==> src/rtl/ex_muldiv_pkg.sv <==
// Shared encodings and sizing for the EX-stage multiply/divide controller.
// The iteration count is the operand width: one bit is resolved per CALC cycle.
package ex_muldiv_pkg;

   localparam int DATA_W = 32;
   localparam int ITER_N = 32;
   localparam int CNT_W  = 5;

   typedef enum logic [1:0] {
      OP_MULTU = 2'b00,
      OP_MULT  = 2'b01,
      OP_DIVU  = 2'b10,
      OP_DIV   = 2'b11
   } op_e;

   typedef enum logic [1:0] {
      ST_IDLE  = 2'b00,
      ST_CALC  = 2'b01,
      ST_FIXUP = 2'b10,
      ST_DONE  = 2'b11
   } state_e;

   function automatic logic op_is_div(input op_e op);
      return op[1];
   endfunction

   function automatic logic op_is_signed(input op_e op);
      return op[0];
   endfunction

   // Magnitude of a possibly-signed operand; 0x80000000 maps to itself, which is
   // the correct unsigned magnitude.
   function automatic logic [DATA_W-1:0] abs_val(input logic [DATA_W-1:0] v,
                                                 input logic is_signed);
      return (is_signed && v[DATA_W-1]) ? (~v + 1'b1) : v;
   endfunction

endpackage

==> src/rtl/muldiv_step.sv <==
// One iteration of unsigned shift-add multiply or restoring shift-subtract divide.
// Both modes share the accumulator layout {upper half, lower half}.
module muldiv_step
   import ex_muldiv_pkg::*;
(
   input  logic [2*DATA_W-1:0] acc,
   input  logic [DATA_W-1:0]   operand,
   input  logic                is_div,
   output logic [2*DATA_W-1:0] acc_next
);

   logic [DATA_W:0]   add_sum;
   logic [DATA_W:0]   rem_shift;
   logic [DATA_W-1:0] sub_diff;
   logic              sub_ok;

   always_comb begin
      // Multiply: multiplier sits in the low half and is consumed LSB first.
      add_sum   = {1'b0, acc[2*DATA_W-1:DATA_W]} + (acc[0] ? {1'b0, operand} : '0);
      // Divide: the 33-bit shifted remainder never exceeds 2*divisor, so the
      // difference fits in 32 bits whenever the subtraction is taken.
      rem_shift = acc[2*DATA_W-1:DATA_W-1];
      sub_ok    = (rem_shift >= {1'b0, operand});
      sub_diff  = rem_shift[DATA_W-1:0] - operand;
      if (is_div) begin
         if (sub_ok)
            acc_next = {sub_diff, acc[DATA_W-2:0], 1'b1};
         else
            acc_next = {rem_shift[DATA_W-1:0], acc[DATA_W-2:0], 1'b0};
      end else begin
         acc_next = {add_sum, acc[DATA_W-1:1]};
      end
   end

endmodule

==> src/rtl/ex_muldiv_ctrl.sv <==
// Iterative MULT/MULTU/DIV/DIVU unit that stalls the EX stage while it runs.
// Operates on magnitudes and applies sign correction in a single FIXUP cycle.
module ex_muldiv_ctrl
   import ex_muldiv_pkg::*;
(
   input  logic              clk,
   input  logic              rst,
   input  logic              op_valid,
   input  logic [1:0]        op_code,
   input  logic [DATA_W-1:0] op_a,
   input  logic [DATA_W-1:0] op_b,
   input  logic              flush,
   output logic              ex_stall,
   output logic              busy,
   output logic              done,
   output logic              div_by_zero,
   output logic [DATA_W-1:0] hi,
   output logic [DATA_W-1:0] lo
);

   state_e              state_reg, state_next;
   logic [CNT_W-1:0]    cnt_reg;
   logic [2*DATA_W-1:0] acc_reg;
   logic [2*DATA_W-1:0] step_acc;
   logic [DATA_W-1:0]   divisor_reg;
   logic                div_reg;
   logic                neg_a_reg;
   logic                neg_b_reg;
   logic                dbz_reg;
   logic [DATA_W-1:0]   hi_reg, lo_reg;

   op_e                 in_op;
   logic                accept;
   logic                in_div;
   logic                in_signed;
   logic                in_dbz;
   logic [2*DATA_W-1:0] prod_fix;
   logic [DATA_W-1:0]   quot_fix;
   logic [DATA_W-1:0]   rem_fix;

   assign in_op     = op_e'(op_code);
   assign in_div    = op_is_div(in_op);
   assign in_signed = op_is_signed(in_op);
   assign in_dbz    = in_div && (op_b == '0);
   assign accept    = (state_reg == ST_IDLE) && op_valid && !flush;

   muldiv_step u_step (
      .acc      (acc_reg),
      .operand  (divisor_reg),
      .is_div   (div_reg),
      .acc_next (step_acc)
   );

   always_ff @(posedge clk or posedge rst) begin
      if (rst)
         state_reg <= ST_IDLE;
      else
         state_reg <= state_next;
   end

   always_comb begin
      state_next = state_reg;
      case (state_reg)
         ST_IDLE:  if (accept) state_next = in_dbz ? ST_DONE : ST_CALC;
         ST_CALC:  if (cnt_reg == '0) state_next = ST_FIXUP;
         ST_FIXUP: state_next = ST_DONE;
         ST_DONE:  state_next = ST_IDLE;
         default:  state_next = ST_IDLE;
      endcase
      if (flush)
         state_next = ST_IDLE;
   end

   // Unsigned ops never set the sign flags, so the fixup is a pass-through.
   always_comb begin
      prod_fix = (neg_a_reg ^ neg_b_reg) ? (~acc_reg + 1'b1) : acc_reg;
      quot_fix = (neg_a_reg ^ neg_b_reg) ? (~acc_reg[DATA_W-1:0] + 1'b1)
                                         : acc_reg[DATA_W-1:0];
      rem_fix  = neg_a_reg ? (~acc_reg[2*DATA_W-1:DATA_W] + 1'b1)
                           : acc_reg[2*DATA_W-1:DATA_W];
   end

   always_ff @(posedge clk or posedge rst) begin
      if (rst) begin
         cnt_reg     <= '0;
         acc_reg     <= '0;
         divisor_reg <= '0;
         div_reg     <= 1'b0;
         neg_a_reg   <= 1'b0;
         neg_b_reg   <= 1'b0;
         dbz_reg     <= 1'b0;
         hi_reg      <= '0;
         lo_reg      <= '0;
      end else if (accept) begin
         cnt_reg     <= CNT_W'(ITER_N - 1);
         acc_reg     <= {{DATA_W{1'b0}}, abs_val(op_a, in_signed)};
         divisor_reg <= abs_val(op_b, in_signed);
         div_reg     <= in_div;
         neg_a_reg   <= in_signed && op_a[DATA_W-1];
         neg_b_reg   <= in_signed && op_b[DATA_W-1];
         dbz_reg     <= in_dbz;
         if (in_dbz) begin
            hi_reg <= op_a;
            lo_reg <= '1;
         end
      end else if (!flush && state_reg == ST_CALC) begin
         acc_reg <= step_acc;
         if (cnt_reg != '0)
            cnt_reg <= cnt_reg - 1'b1;
      end else if (!flush && state_reg == ST_FIXUP) begin
         if (div_reg) begin
            hi_reg <= rem_fix;
            lo_reg <= quot_fix;
         end else begin
            hi_reg <= prod_fix[2*DATA_W-1:DATA_W];
            lo_reg <= prod_fix[DATA_W-1:0];
         end
      end
   end

   assign busy        = (state_reg != ST_IDLE);
   assign done        = (state_reg == ST_DONE) && !flush;
   assign div_by_zero = done && dbz_reg;
   assign ex_stall    = !rst && (accept || state_reg == ST_CALC || state_reg == ST_FIXUP);
   assign hi          = hi_reg;
   assign lo          = lo_reg;

endmodule

==> config.mk <==
export PLATFORM = sky130hd
export DESIGN_NAME = ex_muldiv_ctrl
export DESIGN_NICKNAME = d
export VERILOG_FILES = /design/src/rtl/ex_muldiv_pkg.sv /design/src/rtl/muldiv_step.sv /design/src/rtl/ex_muldiv_ctrl.sv
export SDC_FILE = /design/constraint.sdc
export NUM_CORES = 1
export LEC_CHECK = 0
export CAP_MARGIN = 20
export CORE_MARGIN = 3
export CORE_UTILIZATION = 64
export DETAILED_ROUTE_END_ITERATION = 10
export DONT_BUFFER_PORTS = 1
export PLACE_DENSITY = 0.85
export SLEW_MARGIN = 15
export SYNTH_ARGS = -nofsm -noshare
export SYNTH_HDL_FRONTEND = slang
export SYNTH_HIERARCHICAL = 1
export SYNTH_SLANG_ARGS = --single-unit
==> constraint.sdc <==
create_clock -name clk -period 7.3 [get_ports clk]
set_clock_uncertainty 0.2 [all_clocks]
set_input_delay 1.46 -clock clk [delete_from_list [all_inputs] [get_ports clk]]
set_output_delay 1.46 -clock clk [all_outputs]
set_load 0.02 [all_outputs]
Yosys cells after proc, flatten, opt, wreduce, memory -nomap -nowiden

Cells that the tools add are included.

Bits in latches: 0
ROM bits: 0
Bits in writable memories: 0
Word-level logic and storage cells: 85
Register bits: 171
Input port bits: 70
Memories: 0

Div/mod/pow operators: 0
Reductions and logical operators: 25
Multiply operators: 0
Shift operators: 0
Bitwise logic cells: 6
Magnitude comparators: 1
Equal/unequal tests: 7
$add $sub $neg: 8
Mux-type cells: 28

Operator list:

| cell                                              | number |
|---|---|
| 2-to-1 mux 32 bit                                 | 15 |
| 2-to-1 mux 64 bit                                 | 5 |
| adder 32 x 1 -> 32 bit (second input constant)    | 4 |
| inverter 32 bit                                   | 4 |
| adder 64 x 1 -> 64 bit (second input constant)    | 1 |
| inverter 64 bit                                   | 1 |
| adder 32 x 33 -> 33 bit                           | 1 |
| >= comparator 33 x 32 -> 1 bit                    | 1 |
| logical NOT 32 bit                                | 1 |
| subtractor 32 bit                                 | 1 |
| 2-to-1 mux 5 bit                                  | 3 |
| logical AND 1 bit                                 | 10 |
| 2-to-1 mux 2 bit                                  | 4 |
| case mux 2 bit (4 select lines)                   | 1 |
| nonzero test 2 bit                                | 4 |
| inequality test 3 bit (second input constant)     | 2 |
| logical NOT 5 bit                                 | 1 |
| nonzero test 5 bit                                | 1 |
| subtractor 5 x 1 -> 5 bit (second input constant) | 1 |
| == test 2 bit (second input constant)             | 2 |
| AND reduction 2 bit                               | 2 |
| AND reduction 3 bit                               | 1 |
| == test 2 x 1 -> 1 bit (second input constant)    | 1 |
| logical NOT 1 bit                                 | 2 |
| other kinds (5)                                   | 6 |

Longest topological paths before layout

Word-level depth: 7
Depth in mapped cells: 15

By module

The synthesis kept the hierarchy.

By module, submodules not included:

| module         | cells each | seq. area each (um^2) | area an instance (um^2) | instances |
|---|---|---|---|---|
| ex_muldiv_ctrl | 1,165      | 4,279.1               | 10,236.1                | 1 |
| muldiv_step    | 671        | 0.0                   | 4,698.3                 | 1 |

Worst setup path before layout

No wires, ideal clock.

Path type: input port to output port
Start point: input flush
End point: output ex_stall
Slack: 2.768 ns
Buffers on the path: 4
Cell stages on the path: 6
Required time: 5.640 ns
Arrival time: 2.872 ns
Cells stage by stage: clkbuf_1 > or2_2 > clkbuf_1 > clkbuf_8 > clkbuf_1 > a21oi_1

Longest elaborated chain between the ends: 5

Ends and longest elaborated chain:

| element                       | RTL line              | RTL |
|---|---|---|
| from (decl)                   | ex_muldiv_ctrl.sv:12  | `input logic flush,` |
| logical NOT 1 bit             | ex_muldiv_ctrl.sv:45  | `assign accept = (state_reg == ST_IDLE) && op_valid && !flush;` |
| logical AND 1 bit             | ex_muldiv_ctrl.sv:45  |  |
| logical OR 1 bit (2 in a row) | ex_muldiv_ctrl.sv:124 | `assign ex_stall = !rst && (accept \|\| state_reg == ST_CALC \|\| state_reg == ST_FIXUP);` |
| logical AND 1 bit             | ex_muldiv_ctrl.sv:124 |  |
| to (decl)                     | ex_muldiv_ctrl.sv:13  | `output logic ex_stall,` |

No other way between the ends.

Final worst setup path

Start point: register acc_reg[0]
End point: register acc_reg[62]

Longest elaborated chain between the ends: 5

Ends and longest elaborated chain:

| element                 | RTL line              | RTL |
|---|---|---|
| from (decl)             | ex_muldiv_ctrl.sv:23  | `logic [2*DATA_W-1:0] acc_reg;` |
| from (signal assigned)  | ex_muldiv_ctrl.sv:96  | `acc_reg <= {{DATA_W{1'b0}}, abs_val(op_a, in_signed)};` |
| from (signal assigned)  | ex_muldiv_ctrl.sv:107 | `acc_reg <= step_acc;` |
| 2-to-1 mux 32 bit       | muldiv_step.sv:19     | `add_sum = {1'b0, acc[2*DATA_W-1:DATA_W]} + (acc[0] ? {1'b0, operand} : '0);` |
| adder 32 x 33 -> 33 bit | muldiv_step.sv:19     |  |
| 2-to-1 mux 64 bit       | muldiv_step.sv:25     | `if (is_div) begin` |
| net step_acc[62]        | ex_muldiv_ctrl.sv:24  | `logic [2*DATA_W-1:0] step_acc;` |
| 2-to-1 mux 64 bit       | ex_muldiv_ctrl.sv:106 | `end else if (!flush && state_reg == ST_CALC) begin` |
| 2-to-1 mux 64 bit       | ex_muldiv_ctrl.sv:94  | `end else if (accept) begin` |

The timed path passes the listed nets, and every way through them passes these cells. The select of a mux whose other input is x is not followed.
A chain may end at the register's enable or synchronous reset.

==> flow_summary.json <==
{
  "globalplace.congestion": 1.02,
  "switching_power_mw": 4.29,
  "worstPathRequired_ns": 7.48,
  "area_growth_pct": 4.83,
  "synth_top_area_frac": 0.287,
  "synth_fp_nets": 1983,
  "hpwl_microns": 35000,
  "dieArea_sq_um": 25200,
  "initial_core_util": 0.656,
  "grt_usage": 0.364,
  "synth_edf_count": 0,
  "antenna_found_initial": 2,
  "hold_viol_final": 0,
  "power_frac_clock": 0.110,
  "ios": 138,
  "yosysUniqueCellTypes": 92,
  "fillers": 1844,
  "run_status": "complete, no violations",
  "syn_inst": 1836,
  "final.setup.tns_ns": 0,
  "worstMarginPinSlew_ns": 1.09,
  "routed_wl_microns": 47300,
  "numCtsBuffers": 17,
  "slew_headroom": 0.272,
  "seqPwrFrac": 0.262,
  "sw_frac_of_total": 0.524,
  "clock_sinks": 171,
  "worst_setup_path_start_kind": "register",
  "clk_pin_slew_ns": 0.08,
  "synth-seq-cells": 171,
  "nNetsFinal": 1924,
  "ctsRootBufferMaster": "clkbuf_16",
  "finalWorstSetupSlack_ns": 2.73,
  "report.final.slew_viol_count": 0,
  "grt_pass1_wl_microns": 74800,
  "drc": 0,
  "crit_fanout": 36,
  "rsz0062_at_grt": "false",
  "overflow": 0,
  "synth_area_leaders": "dfrtp_1 29%, ha_1 6.3%, xnor2_1 5.2%",
  "syn_avg_cell_area_sq_um": 8.13,
  "vias": 14700,
  "fin_crit_ns": 4.57,
  "rows": 55,
  "clockBufferDepth": 2,
  "synth_common_cells": "171 x dfrtp_1, 171 x nor2_1, 154 x o21ai_0, 150 x a21oi_1, 135 x nand2_1",
  "regArea_sq_um": 4280,
  "synthesis.area_sq_um": 14900,
  "timing.max_cap.violations": 0,
  "drt_iter0_markers": 1642,
  "critPathKind": "register to register",
  "hold_class": "register to register",
  "grt_pass1_vias": 14000,
  "drive_gt1_frac": 0.0726,
  "multi_input_area_sq_um": 9950,
  "combPwrFrac": 0.628,
  "place_ws_ns": 2.59,
  "seq_area_frac_synth": 0.287,
  "arrival_ns": 4.75,
  "largest_register_ffs": 64,
  "setup_viol": 0,
  "vias_per_cell": 6.97,
  "hold_slack_ns": 0.315,
  "post-cts-setup-buffers": 0,
  "synth-async-reset-ratio": 1.00,
  "cts_tree": "built",
  "fmax_mhz": 219,
  "finalCritPeriodShare": 0.626,
  "postCtsHoldBufs": 0,
  "buffer_ports.inserted": 0,
  "cts_resized": 0,
  "yosysTopAreaCell": "dfrtp_1",
  "ant_nets": 0,
  "powerDensity_nw_per_um2": 523,
  "grt_max_degree": 99,
  "synth_flop_cell": "dfrtp_1",
  "power.leakage_nw": 6.79,
  "power.internal_mw": 3.90,
  "wl_per_cell_microns": 22.5,
  "dr.pass1.iters": 6,
  "power_mw": 8.19,
  "ir_drop_v": 0.000188,
  "htreeDepth": 4,
  "dieWidth_microns": 159,
  "core_sq_um": 22800,
  "cp-end-kind": "register",
  "die_h_microns": 159,
  "worstSkewPairLatency_ns": 0.44,
  "yosysWarningCount": 6
}
[metrics by stage]
step           std cells   util  instance area (sq um)
2_1_floorplan       1836      -                  14900
3_3_place_gp        2068  0.660                  15000
3_5_place_dp        2068  0.660                  15000
4_1_cts             2100  0.685                  15600
5_1_grt             2103  0.687                  15700
6_report            2104  0.687                  15700
[per-layer routing]
layer | GRT usage | share of wire | up-vias
met5 | 0 | 0.00028 | -
met3 | 0.0785 | 0.094 | 207
met1 | 0.431 | 0.38 | 6915
met4 | 0.199 | 0.056 | 2
met2 | 0.617 | 0.47 | 899
li1 | - | - | 6650
[power by group through the flow]
| stage | sequential, mW | clock, mW | combinational, mW |
|---|---|---|---|
| after detailed placement | 2.14 | 0 | 4.95 |
| after floorplan | 1.86 | 0 | 3.95 |
| after global routing | 2.19 | 0.956 | 5.58 |
| after global placement | 2.11 | 0 | 4.85 |
| final | 2.14 | 0.902 | 5.14 |
| after CTS | 2.12 | 0.907 | 4.99 |
[critical path, cell delays in order (launching register included)]
cell and delay [ns]:
dfrtp_1 1.06, and2_1 0.25, ha_1 0.23, a211oi_1 0.12, o211ai_1 0.28, a21oi_1 0.18, a211oi_1 0.65, a31oi_1 0.23
o31ai_1 0.31, mux2_2 0.37, a211o_1 0.26, o21ai_0 0.20, a22o_1 0.15
[placed cells by master, fill, tap and decap left out, drive strengths merged, types with 14 or more instances in the layout]
master,n
dfrtp,171
nand3,34
ha,75
mux2i,28
nand4,17
xnor2,89
xor2,63
a211oi,16
a22o,32
nor3,44
mux2,32
o31ai,17
buf,20
o211ai,14
o21a,16
a21o,39
or4,16
a21oi,150
nand2,136
o21ai,163
clkbuf,18
inv,79
nor4,28
and2,42
nor2,171
a22oi,27
or3,40
a31oi,41
[path summary, 6_finish.rpt]
path	start	endpoint	slack, ns	cells past startpoint
max	acc_reg[0]$_DFFE_PP0P_	acc_reg[62]$_DFFE_PP0P_	2.73	12
min	divisor_reg[10]$_DFFE_PP0P_	divisor_reg[10]$_DFFE_PP0P_	0.32	2
max reg2reg	acc_reg[0]$_DFFE_PP0P_	acc_reg[62]$_DFFE_PP0P_	2.73	12
min reg2reg	divisor_reg[10]$_DFFE_PP0P_	divisor_reg[10]$_DFFE_PP0P_	0.32	2
max in group asynchronous	rst	div_reg$_DFFE_PP0P_	4.46	2
min in group asynchronous	rst	acc_reg[5]$_DFFE_PP0P_	0.86	1
[area by class of cell]
| type | count | share of cell area |
|---|---|---|
| Antenna cell | 1 | 0.000160 |
| Sequential cell | 171 | 0.273 |
| Timing Repair Buffer | 21 | 0.0114 |
| Tap cell | 313 | 0.0250 |
| Inverter | 71 | 0.0173 |
| Clock inverter | 15 | 0.00983 |
| Clock buffer | 17 | 0.0272 |
| Multi-Input combinational cell | 1495 | 0.636 |
[cells by family after synthesis]
logic type	after synthesis	share of synthesized area
buffers and inverters	170	0.0494
AOI/OAI and AO/OA	607	0.263
adders and majority gates	77	0.0655
and+or+nand+nor	599	0.204
muxes	60	0.0429
xor gates and xnor gates	152	0.0891
DFF	171	0.287
Power figures use the tool's default switching activity.
